===== src/rtl/mem_loader.sv =====
// rtl/mem_loader.sv - byte-stream image loader writing 16-bit words to memory with XOR checksum
module mem_loader #(
    parameter int ADDR_WIDTH = 2
) (
    input  logic                  clk,
    input  logic                  reset,
    input  logic                  start,
    input  logic [7:0]            rx_data,
    input  logic                  rx_valid,
    output logic                  rx_ready,
    output logic [ADDR_WIDTH-1:0] mem_address,
    output logic [15:0]           mem_write_data,
    output logic                  mem_write_enable,
    output logic                  busy,
    output logic                  done,
    output logic                  error
);

    typedef enum logic [3:0] {
        IDLE, LEN_HI, LEN_LO, DATA_HI, DATA_LO, WRITE, CHECK, DONE, ERROR
    } state_t;

    localparam int          CW       = ADDR_WIDTH + 1;
    localparam logic [16:0] CAPACITY = 17'(1) << ADDR_WIDTH;

    state_t                state_q, state_d;
    logic [7:0]            len_hi_q, len_hi_d;
    logic [CW-1:0]         len_q, len_d;
    logic [CW-1:0]         idx_q, idx_d;
    logic [7:0]            data_hi_q, data_hi_d;
    logic [7:0]            csum_q, csum_d;
    logic [ADDR_WIDTH-1:0] addr_q, addr_d;
    logic [15:0]           wdata_q, wdata_d;

    logic        accept;
    logic [15:0] len_full;
    logic        start_ok;

    assign accept   = rx_valid & rx_ready;
    assign len_full = {len_hi_q, rx_data};
    assign start_ok = start & ((state_q == IDLE) | (state_q == DONE) | (state_q == ERROR));

    always_ff @(posedge clk or posedge reset) begin
        if (reset) begin
            state_q   <= IDLE;
            len_hi_q  <= '0;
            len_q     <= '0;
            idx_q     <= '0;
            data_hi_q <= '0;
            csum_q    <= '0;
            addr_q    <= '0;
            wdata_q   <= '0;
        end else begin
            state_q   <= state_d;
            len_hi_q  <= len_hi_d;
            len_q     <= len_d;
            idx_q     <= idx_d;
            data_hi_q <= data_hi_d;
            csum_q    <= csum_d;
            addr_q    <= addr_d;
            wdata_q   <= wdata_d;
        end
    end

    always_comb begin
        state_d = state_q;
        case (state_q)
            IDLE, DONE, ERROR: if (start_ok) state_d = LEN_HI;
            LEN_HI:  if (accept) state_d = LEN_LO;
            LEN_LO: begin
                if (accept) begin
                    if ({1'b0, len_full} > CAPACITY) state_d = ERROR;
                    else if (len_full == 16'd0)      state_d = CHECK;
                    else                             state_d = DATA_HI;
                end
            end
            DATA_HI: if (accept) state_d = DATA_LO;
            DATA_LO: if (accept) state_d = WRITE;
            WRITE:   state_d = ((idx_q + CW'(1)) < len_q) ? DATA_HI : CHECK;
            CHECK: begin
                if (accept) state_d = (rx_data == csum_q) ? DONE : ERROR;
            end
            default: state_d = IDLE;
        endcase
    end

    // Datapath: the checksum folds in every length and data byte, never the checksum byte itself.
    always_comb begin
        len_hi_d  = len_hi_q;
        len_d     = len_q;
        idx_d     = idx_q;
        data_hi_d = data_hi_q;
        csum_d    = csum_q;
        addr_d    = addr_q;
        wdata_d   = wdata_q;
        if (start_ok) begin
            idx_d  = '0;
            csum_d = '0;
        end
        if (accept && state_q != CHECK) csum_d = csum_q ^ rx_data;
        case (state_q)
            LEN_HI:  if (accept) len_hi_d = rx_data;
            LEN_LO:  if (accept) len_d = len_full[CW-1:0];
            DATA_HI: if (accept) data_hi_d = rx_data;
            DATA_LO: begin
                if (accept) begin
                    addr_d  = idx_q[ADDR_WIDTH-1:0];
                    wdata_d = {data_hi_q, rx_data};
                end
            end
            WRITE:   idx_d = idx_q + CW'(1);
            default: ;
        endcase
    end

    always_comb begin
        rx_ready         = 1'b0;
        mem_write_enable = 1'b0;
        busy             = 1'b1;
        done             = 1'b0;
        error            = 1'b0;
        case (state_q)
            IDLE:                            busy = 1'b0;
            DONE:    begin busy = 1'b0; done  = 1'b1; end
            ERROR:   begin busy = 1'b0; error = 1'b1; end
            LEN_HI, LEN_LO, DATA_HI, DATA_LO, CHECK: rx_ready = 1'b1;
            WRITE:                           mem_write_enable = 1'b1;
            default: ;
        endcase
    end

    assign mem_address    = addr_q;
    assign mem_write_data = wdata_q;

endmodule

===== config.mk =====
export PLATFORM = sky130hd
export DESIGN_NAME = mem_loader
export DESIGN_NICKNAME = d
export VERILOG_FILES = /design/src/rtl/mem_loader.sv
export SDC_FILE = /design/constraint.sdc
export NUM_CORES = 1
export LEC_CHECK = 0
export CAP_MARGIN = 20
export CORE_MARGIN = 3
export CORE_UTILIZATION = 40
export DETAILED_ROUTE_END_ITERATION = 12
export GPL_ROUTABILITY_DRIVEN = 0
export GPL_TIMING_DRIVEN = 1
export PLACE_DENSITY_LB_ADDON = 0.1
export SYNTH_ARGS = -nofsm -noshare
export SYNTH_HDL_FRONTEND = slang
export SYNTH_SLANG_ARGS = --single-unit

===== constraint.sdc =====
create_clock -name clk -period 2.3 [get_ports clk]
set_clock_uncertainty 0.15 [all_clocks]
set_input_delay 0.69 -clock clk [delete_from_list [all_inputs] [get_ports clk]]
set_output_delay 0.69 -clock clk [all_outputs]
set_load 0.01 [all_outputs]

==> results.tsv, run 1 <==
stage	metric	value	unit
place	Placed Cells	365	
place	pre-CTS setup slack	-175	ps
logic_synthesis	Compound-Gate Fraction of Synth Area	11.4	%
power	Power Density	1160	mW/mm2
global_routing	All-Layer GR Usage	17.1	%
route	final wirelength	6000	um
finish	fin cells	380	
die	Boundary Pins	35	
logic_synthesis	Mapped Cells	228	
logic_synthesis	most common flop cell mapped by yosys	dfrtp_1	
sta	Slew @ Worst Pin	360	ps
logic_synthesis	Mean Syn Cell Area	12.1	um2
place	DP Area	0.00343	mm2
logic_synthesis	multiplexer share of the synthesized area	16.5	%
sta	fin crit share	108	%
sta	Final Hold Viols	0	
setup_path	Top delay family on crit path	simple AND/OR/NAND/NOR gates	
cts	TritonCTS clock tree	done	
logic_synthesis	Synth Register Bits	52	
place	PortBufs	34	
finish	Area Growth Syn to Fin	31.2	%
cts	clock buffer depth	2	
logic_synthesis	Synth Area in Adders	1.36	%
sta	hold_ws	360	ps
sta	fin. max-slew vios	0	
setup_path	cells along the critical path	ha_4, xor2_2, ha_1, a21o_1, a31oi_2, nor3b_2, or4b_4, a32oi_2	
sta	unrepaired setup endpoints after global routing	yes	
die	core area	0.00653	mm2
job	max-cap viol count	0	
power	PnR Total Power	4.20	mW
setup_path	Max stage delay cell, worst path	or4b_4	
die	die height	89.1	um
logic_synthesis	Post-synth ARST share	100	%
die	Die Width	89.1	um
outcome	status	finished with violations	
setup_path	crit path DAT	2570	ps
cts	H-tree depth	2	
cts	root buffer cell	clkbuf_8	
route	Antenna Nets Post-Route	0	
finish	most frequent cells in the layout	51 x dfrtp_1, 43 x buf_4, 29 x clkdlybuf4s50_1, 27 x mux2_2, 17 x nor2_1	
global_routing	first-pass GRT wire length	10400	um
sta	Final Setup Violations	1	
logic_synthesis	Netlist cell types	48	
logic_synthesis	Ys Warns	0	
route	DRT Pass-1 Iters	4	
route	wire per inst	15.8	um
cts	Worst-path clk slew	90	ps
min_path	HP Class	flop to flop	
power	Worst IR Drop VDD	0.000514	V
place	hpwl dp	4460	um
logic_synthesis	post-synthesis simple-gate area fraction	15.3	%
logic_synthesis	Post-synth EDFFs	0	
die	initial core utilization	42.3	%
cts	Clock Latency Late Sink	310	ps
cts	CTS Buf Count	5	
finish	Layout Utilization	55.5	%
finish	leading cell type in the layout, fill and taps excluded	dfrtp_1	
setup_path	worst path required time	2380	ps
power	leakage power	1.64	nW
logic_synthesis	post-synthesis sequential area ratio	47.1	%
route	DR vias	1972	
setup_path	crit path capture type	flop	
die	num rows	29	
global_routing	gr ovfl total	0	
sta	post-layout min period	2490	ps
finish	multi-input logic area	0.00136	mm2
sta	Rel. slew slack	75.8	%
finish	Fillers	580	
finish	share of cells above drive strength 1	43.2	%
finish	Diodes inserted	0	
sta	setup TNS	-195	ps
outcome	failing checks	setup timing	
global_routing	vias in the first global route	2116	
setup_path	Crit Path Category	flop to flop	
setup_path	Buf/Inv on CP	0	
global_routing	largest net degree at the start of global routing	24	
logic_synthesis	Mapped Area	0.00276	mm2
finish	design area	0.00362	mm2
global_routing	initial antenna violation count	0	
cts	clk sinks	52	
logic_synthesis	Post-Syn Nets	243	
logic_synthesis	largest family of logic cells by synthesized area	multiplexers	
setup_path	Largest stage delay, worst path	540	ps
die	die area	0.00793	mm2
setup_path	Critical Path Fanout Max	3	
logic_synthesis	post-synthesis xor/xnor area fraction	2.86	%
route	# DRC	0	
sta	post-route setup slack	-195	ps
finish	register area	0.00130	mm2
route	initial DRC count	51	
sta	Max Clock Freq	401	MHz
route	vias per cell	5.19	
finish	nets	317	
setup_path	crit start category	flop	
Yosys cell counts (2+ instances only):
library cell	instances	area share, %
ha_1	3	1.4
mux2_4	10	5.4
a21o_1	2	0.54
nand2b_1	8	1.8
buf_2	3	0.54
and2_1	2	0.45
clkbuf_1	4	0.54
o21ai_2	16	5.1
xnor2_1	8	2.5
nor4b_4	2	1.7
dfrtp_1	52	47
buf_6	7	2.9
o21a_1	2	0.54
nand4_1	3	0.68
inv_1	6	0.82
o21ai_1	4	0.73
nor3_2	2	0.73
nor4_1	2	0.45
o21ai_0	7	1.3
mux2_2	27	11
nor3_1	5	0.91
nand3_1	3	0.54
nor2_1	17	2.3
o21bai_1	2	0.54
nand2_1	8	1.1
path summary, 6_finish.rpt:
check                              startpoint                  to  slack, ps  depth (start not counted)
max                                  idx_q[0]          state_q[0]       -190                          8
max reg2reg                          idx_q[0]          state_q[0]       -190                          8
max in group asynchronous               reset          state_q[1]       1140                          3
min                        mem_write_data[11]  mem_write_data[11]        360                          1
min reg2reg                mem_write_data[11]  mem_write_data[11]        360                          1
min in group asynchronous               reset      mem_address[1]        460                          2
layout make-up:
type | instances | area share [%]
sequential | 52 | 36.0
timing repair buffer | 82 | 20.5
inverter | 6 | 0.622
tap | 77 | 2.66
clock buffer | 6 | 2.28
clock inverter | 2 | 0.380
multi-input combinational | 155 | 37.6
worst register-to-register path: cells and delay by family, from the launching register on:
kind	cells	cell delay [ps]
AO/OA/AOI/OAI	3	570
flip-flops	1	430
AND/OR/NAND/NOR	2	610
XOR/XNOR	1	150
adder cells (fa/ha/maj)	2	500
where the power goes:
part / internal (mW) / switching [mW]
clock network: 0.247 / 0.310
logic: 1.22 / 0.891
registers: 1.29 / 0.242
total: 2.76 / 1.44
kinds of logic after synthesis:
group                    count (synthesis)
AND/OR/NAND/NOR                         64
flip-flops                              52
AO/OA/AOI/OAI                           42
multiplexers                            37
buffers and inverters                   21
XOR/XNOR                                 9
adder cells (fa/ha/maj)                  3
state kept, by name, summed over array words and instances, names as in the netlist:
name,flops
state_q,4
len_hi_q,8
mem_write_data,16
data_hi_q,8
csum_q,8
len_q,3
idx_q,3
mem_address,2
timing repair:
item	in CTS	in global routing
pin swaps	1	6
setup buffers	4	3
resized for setup	13	9
hold buffers	0	0
endpoints found under the setup margin	6	7
routing by layer:
metal	global-route usage, %	vias to the layer above	part of all wire (%)
met4	3.65	0	0.98
met5	0	-	0
met1	22.2	979	45
met2	29.1	29	50
met3	4.24	6	3.4
li1	-	958	-
No activity file was read; power rests on OpenSTA's default activity.
==> inputs of run 2 (changes only) <==
ABC_AREA = 1   (was not set)
==> results.tsv, run 2 <==
stage	metric	value	unit	change
outcome	status	finished, final reports clean		
setup_path	reg-to-reg endpoint	state_q[2]		
cts	Post-CTS Hold Buffers	0		unchanged
logic_synthesis	most common flop cell mapped by yosys	dfrtp_1		
logic_synthesis	Mapped Cells	298		+31%
route	DR vias	2048		+3.9%
setup_path	crit path DAT	1370	ps	-1200 ps
setup_path	cells along the critical path	inv_2, nand3_2, o211a_4, dlygate4sd2_1		
cts	Clock Latency Late Sink	300	ps	about the same
die	die area	0.00713	mm2	-10%
finish	share of cells above drive strength 1	13.8	%	-29 points
logic_synthesis	Mean Syn Cell Area	8.26	um2	-32%
power	Power Density	1160	mW/mm2	about the same
global_routing	gr ovfl total	0		unchanged
place	hpwl dp	3730	um	-16%
logic_synthesis	Post-synth EDFFs	0		unchanged
logic_synthesis	Synth Area in Adders	1.53	%	+0.17 points
route	vias per cell	4.81		-7.4%
logic_synthesis	top cells by area, synth	dfrtp_1 53%, nand2_1 14%, o21ai_0 6.7%, inv_1 5.9%, o21ai_1 3.7%		
global_routing	vias in the first global route	2029		-4.1%
finish	most frequent cells in the layout	89 x nand2_1, 52 x dfrtp_1, 37 x inv_1, 33 x o21ai_0, 29 x clkdlybuf4s50_1		
power	Worst IR Drop VDD	0.000480	V	-6.6%
sta	Final Setup Violations	0		-1
global_routing	initial antenna violation count	0		unchanged
setup_path	crit path to	rx_ready		
setup_path	Max stage delay cell, worst path	dfrtp_1		
setup_path	crit path capture type	output port		
finish	fin cells	426		+12%
finish	Area Growth Syn to Fin	28.7	%	
finish	nets	369		+16%
cts	Worst-path clk slew	90	ps	about the same
finish	Diodes inserted	0		unchanged
logic_synthesis	post-synthesis sequential area ratio	52.9	%	+5.7 points
die	core area	0.00574	mm2	-12%
setup_path	Crit Path Category	flop to output port		
route	DRT Pass-1 Iters	4		unchanged
logic_synthesis	Synth Register Bits	52		unchanged
logic_synthesis	post-synthesis xor/xnor area fraction	0.356	%	-2.5 points
power	leakage power	1.57	nW	-4.0%
min_path	HP Class	flop to flop		
setup_path	Largest stage delay, worst path	410	ps	-130 ps
route	initial DRC count	89		+75%
die	Die Width	84.4	um	-5.2%
logic_synthesis	Mapped Area	0.00246	mm2	-11%
logic_synthesis	Ys Warns	0		unchanged
cts	clock buffer depth	2		unchanged
die	num rows	27		-6.9%
route	Antenna Nets Post-Route	0		unchanged
die	initial core utilization	42.9	%	+0.59 points
cts	CTS Buf Count	5		unchanged
die	Boundary Pins	35		unchanged
sta	fin. max-slew vios	0		unchanged
logic_synthesis	Compound-Gate Fraction of Synth Area	13.3	%	+1.8 points
cts	clk sinks	52		unchanged
logic_synthesis	Post-synth ARST share	100	%	unchanged
setup_path	Critical Path Fanout Max	4		+1
logic_synthesis	top cells by count, synth	89 x nand2_1, 52 x dfrtp_1, 39 x inv_1		
setup_path	RR Startpoint	idx_q[0]		
sta	fin crit share	96.0	%	-12 points
sta	Final Hold Viols	0		unchanged
logic_synthesis	multiplexer share of the synthesized area	0	%	-16 points
setup_path	crit start category	flop		
route	# DRC	0		unchanged
route	wire per inst	11.9	um	-24%
global_routing	All-Layer GR Usage	15.9	%	-1.3 points
place	Placed Cells	414		+13%
sta	Slew @ Worst Pin	330	ps	-30.1 ps
logic_synthesis	Netlist cell types	27		-44%
finish	Layout Utilization	55.1	%	-0.32 points
sta	setup TNS	0	ps	+195 ps
cts	root buffer cell	clkbuf_8		
cts	H-tree depth	2		unchanged
sta	unrepaired setup endpoints after global routing	no		
setup_path	R2R Setup Slk	370	ps	+560 ps
setup_path	Worst R2R Path Depth	9		+1
place	PortBufs	34		unchanged
setup_path	worst path required time	1460	ps	-920 ps
sta	post-layout min period	2210	ps	-286 ps
logic_synthesis	area leader, netlist	dfrtp_1		
global_routing	largest net degree at the start of global routing	53		+120%
setup_path	CP startpoint	state_q[2]		
global_routing	first-pass GRT wire length	9330	um	-11%
die	die height	84.4	um	-5.2%
finish	number of flip-flops in the largest register	16		unchanged
logic_synthesis	post-synth top area share	52.9	%	+5.7 points
finish	leading cell type in the layout, fill and taps excluded	nand2_1		
route	final wirelength	5090	um	-15%
finish	Fillers	544		-6.2%
logic_synthesis	largest family of logic cells by synthesized area	simple AND/OR/NAND/NOR gates		
sta	Max Clock Freq	453	MHz	+13%
logic_synthesis	Post-Syn Nets	313		+29%
logic_synthesis	top-count cell post-synth	nand2_1		
logic_synthesis	post-synthesis simple-gate area fraction	24.0	%	+8.8 points
sta	Rel. slew slack	77.9	%	+2.1 points
cts	TritonCTS clock tree	done		
job	max-cap viol count	0		unchanged
## run 2: cell count changes in the layout (fill, tap and decap cells not counted), moves of 15 or more
cell / delta
buf_4: -24
nand2_1: +81
o21ai_2: -15
inv_1: +32
mux2_2: -27
o21ai_0: +27
## run 2: where the power goes
group	internal, mW	total (mW)	switching, mW
clock network	0.428	0.724	0.296
registers	1.27	1.45	0.183
logic	0.679	1.50	0.819
total	2.38	3.67	1.30
## run 2: how the worst min path moves through the flow
stage	slack, ps	cells after the start	from	to
finish	340	2	data_hi_q[1]	data_hi_q[1]
detailed placement	320	2	data_hi_q[7]	data_hi_q[7]
CTS	350	2	data_hi_q[7]	data_hi_q[7]
global route	370	2	mem_write_data[12]	mem_write_data[12]
floorplan	300	2	len_q[0]	len_q[0]
global placement	320	2	len_hi_q[0]	len_hi_q[0]
## run 2: per-layer routing
metal / global-route usage, % / vias up / part of all wire (%)
li1: - / 1066 / -
met1: 22.8 / 936 / 51
met2: 24.3 / 39 / 44
met3: 3.34 / 7 / 3.9
met4: 4.60 / 0 / 1.2
met5: 0 / - / 0
## run 2: metrics by stage
step,hold slack (ps),worst slack (ps),total power [mW],instance area [um2]
after CTS,346,9.77,3.72,3160
after global placement,316,66.7,2.94,3000
final,340,91.2,3.67,3170
after global routing,371,15.7,4.02,3170
after detailed placement,323,44.6,2.97,3000
after floorplan,303,202,2.39,2460
## run 2: logic make-up after synthesis
kind of cell,after synthesis
fa+ha+maj,3
compound gates,59
simple gates,134
buf+inv,49
xor+xnor,1
flops,52
## run 2: layout make-up
type	instances	area, um2	area share [%]
repair buffers	55	510	16.1
clock inverters	2	60.1	1.90
well taps	72	90.1	2.84
clock buffers	5	68.8	2.17
flip-flops and latches	52	1300	41.1
inverters	43	161	5.10
multi-input cells	197	975	30.8
## run 2: worst max-delay path, delay by kind of cell, from the launching register on
kind                   cells  cell delay (ps)
and+or+nand+nor            1               90
buffers and inverters      2              380
DFF                        1              410
AOI/OAI and AO/OA          1              180
## run 2: what timing repair did
action / in CTS / in global routing
endpoints found under the setup margin: 5 / 4
pin swaps: 0 / 1
gates resized for setup: 7 / 6
buffers inserted: 4 / 1
==> inputs of run 3 (changes only) <==
--- a/config.mk
+++ b/config.mk
@@ -7,4 +7,5 @@
 export LEC_CHECK = 0
 export ABC_AREA = 1
+export ABC_CLOCK_PERIOD_IN_PS = 2300
 export CAP_MARGIN = 20
 export CORE_MARGIN = 3
--- a/constraint.sdc
+++ b/constraint.sdc
@@ -3,3 +3,3 @@
 set_input_delay 0.69 -clock clk [delete_from_list [all_inputs] [get_ports clk]]
 set_output_delay 0.69 -clock clk [all_outputs]
-set_load 0.01 [all_outputs]
+set_load 0.02 [all_outputs]
==> results.tsv, run 3 (same netlist as run 2, synthesis figures left out) <==
stage	metric	value	unit	change
cts	H-tree depth	2		unchanged
finish	Area Growth Syn to Fin	28.4	%	
finish	number of flip-flops in the largest register	16		unchanged
die	initial core utilization	42.9	%	unchanged
sta	Rel. slew slack	77.1	%	-0.75 points
route	initial DRC count	107		+20%
global_routing	first-pass GRT wire length	9380	um	+0.53%
route	DRT Pass-1 Iters	4		unchanged
outcome	status	finished, final reports clean		
sta	unrepaired setup endpoints after global routing	yes		
setup_path	R2R Setup Slk	370	ps	about the same
global_routing	gr ovfl total	0		unchanged
setup_path	CP startpoint	state_q[0]		
die	num rows	27		unchanged
cts	Worst-path clk slew	100	ps	about the same
route	Antenna Nets Post-Route	0		unchanged
global_routing	initial antenna violation count	0		unchanged
die	Boundary Pins	35		unchanged
setup_path	reg-to-reg endpoint	state_q[2]		
route	wire per inst	12.1	um	+1.4%
setup_path	RR Startpoint	idx_q[0]		
sta	Slew @ Worst Pin	343	ps	+13.0 ps
die	Die Width	84.4	um	unchanged
global_routing	largest net degree at the start of global routing	53		unchanged
setup_path	crit path capture type	output port		
place	Placed Cells	421		+1.7%
min_path	worst min-delay path startpoint	data_hi_q[6]		
setup_path	crit path DAT	1400	ps	+30 ps
route	vias per cell	4.76		-0.99%
finish	most frequent cells in the layout	89 x nand2_1, 52 x dfrtp_1, 37 x inv_1, 33 x o21ai_0, 29 x clkdlybuf4s50_1		
sta	Final Setup Violations	0		unchanged
setup_path	worst path required time	1460	ps	about the same
cts	clk sinks	52		unchanged
power	PnR Total Power	3.64	mW	-0.84%
finish	leading cell type in the layout, fill and taps excluded	nand2_1		
finish	nets	375		+1.6%
sta	post-layout min period	2240	ps	+29.5 ps
cts	root buffer cell	clkbuf_8		
setup_path	crit path to	error		
power	Power Density	1150	mW/mm2	-0.61%
setup_path	Critical Path Fanout Max	4		unchanged
sta	fin crit share	97.3	%	+1.3 points
place	PortBufs	34		unchanged
place	hpwl dp	3850	um	+3.3%
route	final wirelength	5240	um	+3.1%
sta	hold_ws	345	ps	+4.32 ps
die	die area	0.00713	mm2	unchanged
finish	Diodes inserted	0		unchanged
route	# DRC	0		unchanged
finish	share of cells above drive strength 1	16.1	%	+2.2 points
job	max-cap viol count	0		unchanged
min_path	HP Class	flop to flop		
die	core area	0.00574	mm2	unchanged
sta	setup TNS	0	ps	unchanged
cts	TritonCTS clock tree	done		
cts	Clock Latency Late Sink	310	ps	about the same
setup_path	Worst R2R Path Depth	9		unchanged
power	leakage power	1.57	nW	+0.25%
power	Worst IR Drop VDD	0.000488	V	+1.6%
die	die height	84.4	um	unchanged
cts	clock buffer depth	2		unchanged
sta	fin. max-slew vios	0		unchanged
setup_path	Crit Path Category	flop to output port		
sta	Max Clock Freq	447	MHz	-1.3%
global_routing	All-Layer GR Usage	16.3	%	+0.42 points
route	DR vias	2061		+0.63%
finish	fin cells	433		+1.6%
cts	CTS Buf Count	5		unchanged
setup_path	crit start category	flop		
global_routing	vias in the first global route	2012		-0.84%
sta	Final Hold Viols	0		unchanged
-- run 3: critical path, stage by stage (launching register included) --
cell,delay (ps)
dfrtp_1,430
inv_2,110
nand3_2,120
nor2_1,100
dlygate4sd2_1,330
-- run 3: stage by stage --
stage                     setup WS (ps)  instance area [um2]  util (%)
after floorplan                     202                 2460         -
after CTS                         -81.7                 3150      54.8
after global routing              -6.08                 3160      55.0
after detailed placement           44.9                 3060      53.2
final                              61.7                 3160      55.0
after global placement             40.8                 3060      53.2
-- run 3: worst min-delay path by stage --
| stage | cells past startpoint | end |
|---|---|---|
| 2_1_floorplan | 2 | len_q[0] |
| 4_1_cts | 2 | data_hi_q[5] |
| 3_3_place_gp | 2 | len_hi_q[1] |
| 5_1_grt | 2 | data_hi_q[7] |
| 6_report | 2 | data_hi_q[6] |
| 3_5_place_dp | 2 | data_hi_q[5] |
-- run 3: cell type report --
| class | instances | area [um2] |
|---|---|---|
| fillers | 548 | 2580 |
| flip-flops and latches | 52 | 1300 |
| multi-input cells | 197 | 970 |
| repair buffers | 61 | 547 |
| inverters | 43 | 161 |
| well taps | 72 | 90.1 |
| clock buffers | 5 | 68.8 |
| clock inverters | 3 | 21.3 |
-- run 3: what timing repair did --
action	4_1_cts	5_1_grt
hold buffers	0	0
pin swaps	0	1
setup buffers	1	3
setup endpoints to repair	5	4
resized for setup	8	7
endpoints found under the hold margin	0	0
-- run 3: layer usage --
| metal | track usage (%) | routed length, um |
|---|---|---|
| met1 | 22.8 | 2610 |
| met5 | 0 | 0 |
| met2 | 25.8 | 2350 |
| met3 | 3.24 | 240 |
| met4 | 4.75 | 42 |
-- run 3: power breakdown --
group | internal, mW | total, mW | switching, mW
Combinational | 0.707 | 1.64 | 0.933
Clock | 0.217 | 0.537 | 0.321
Sequential | 1.27 | 1.47 | 0.198
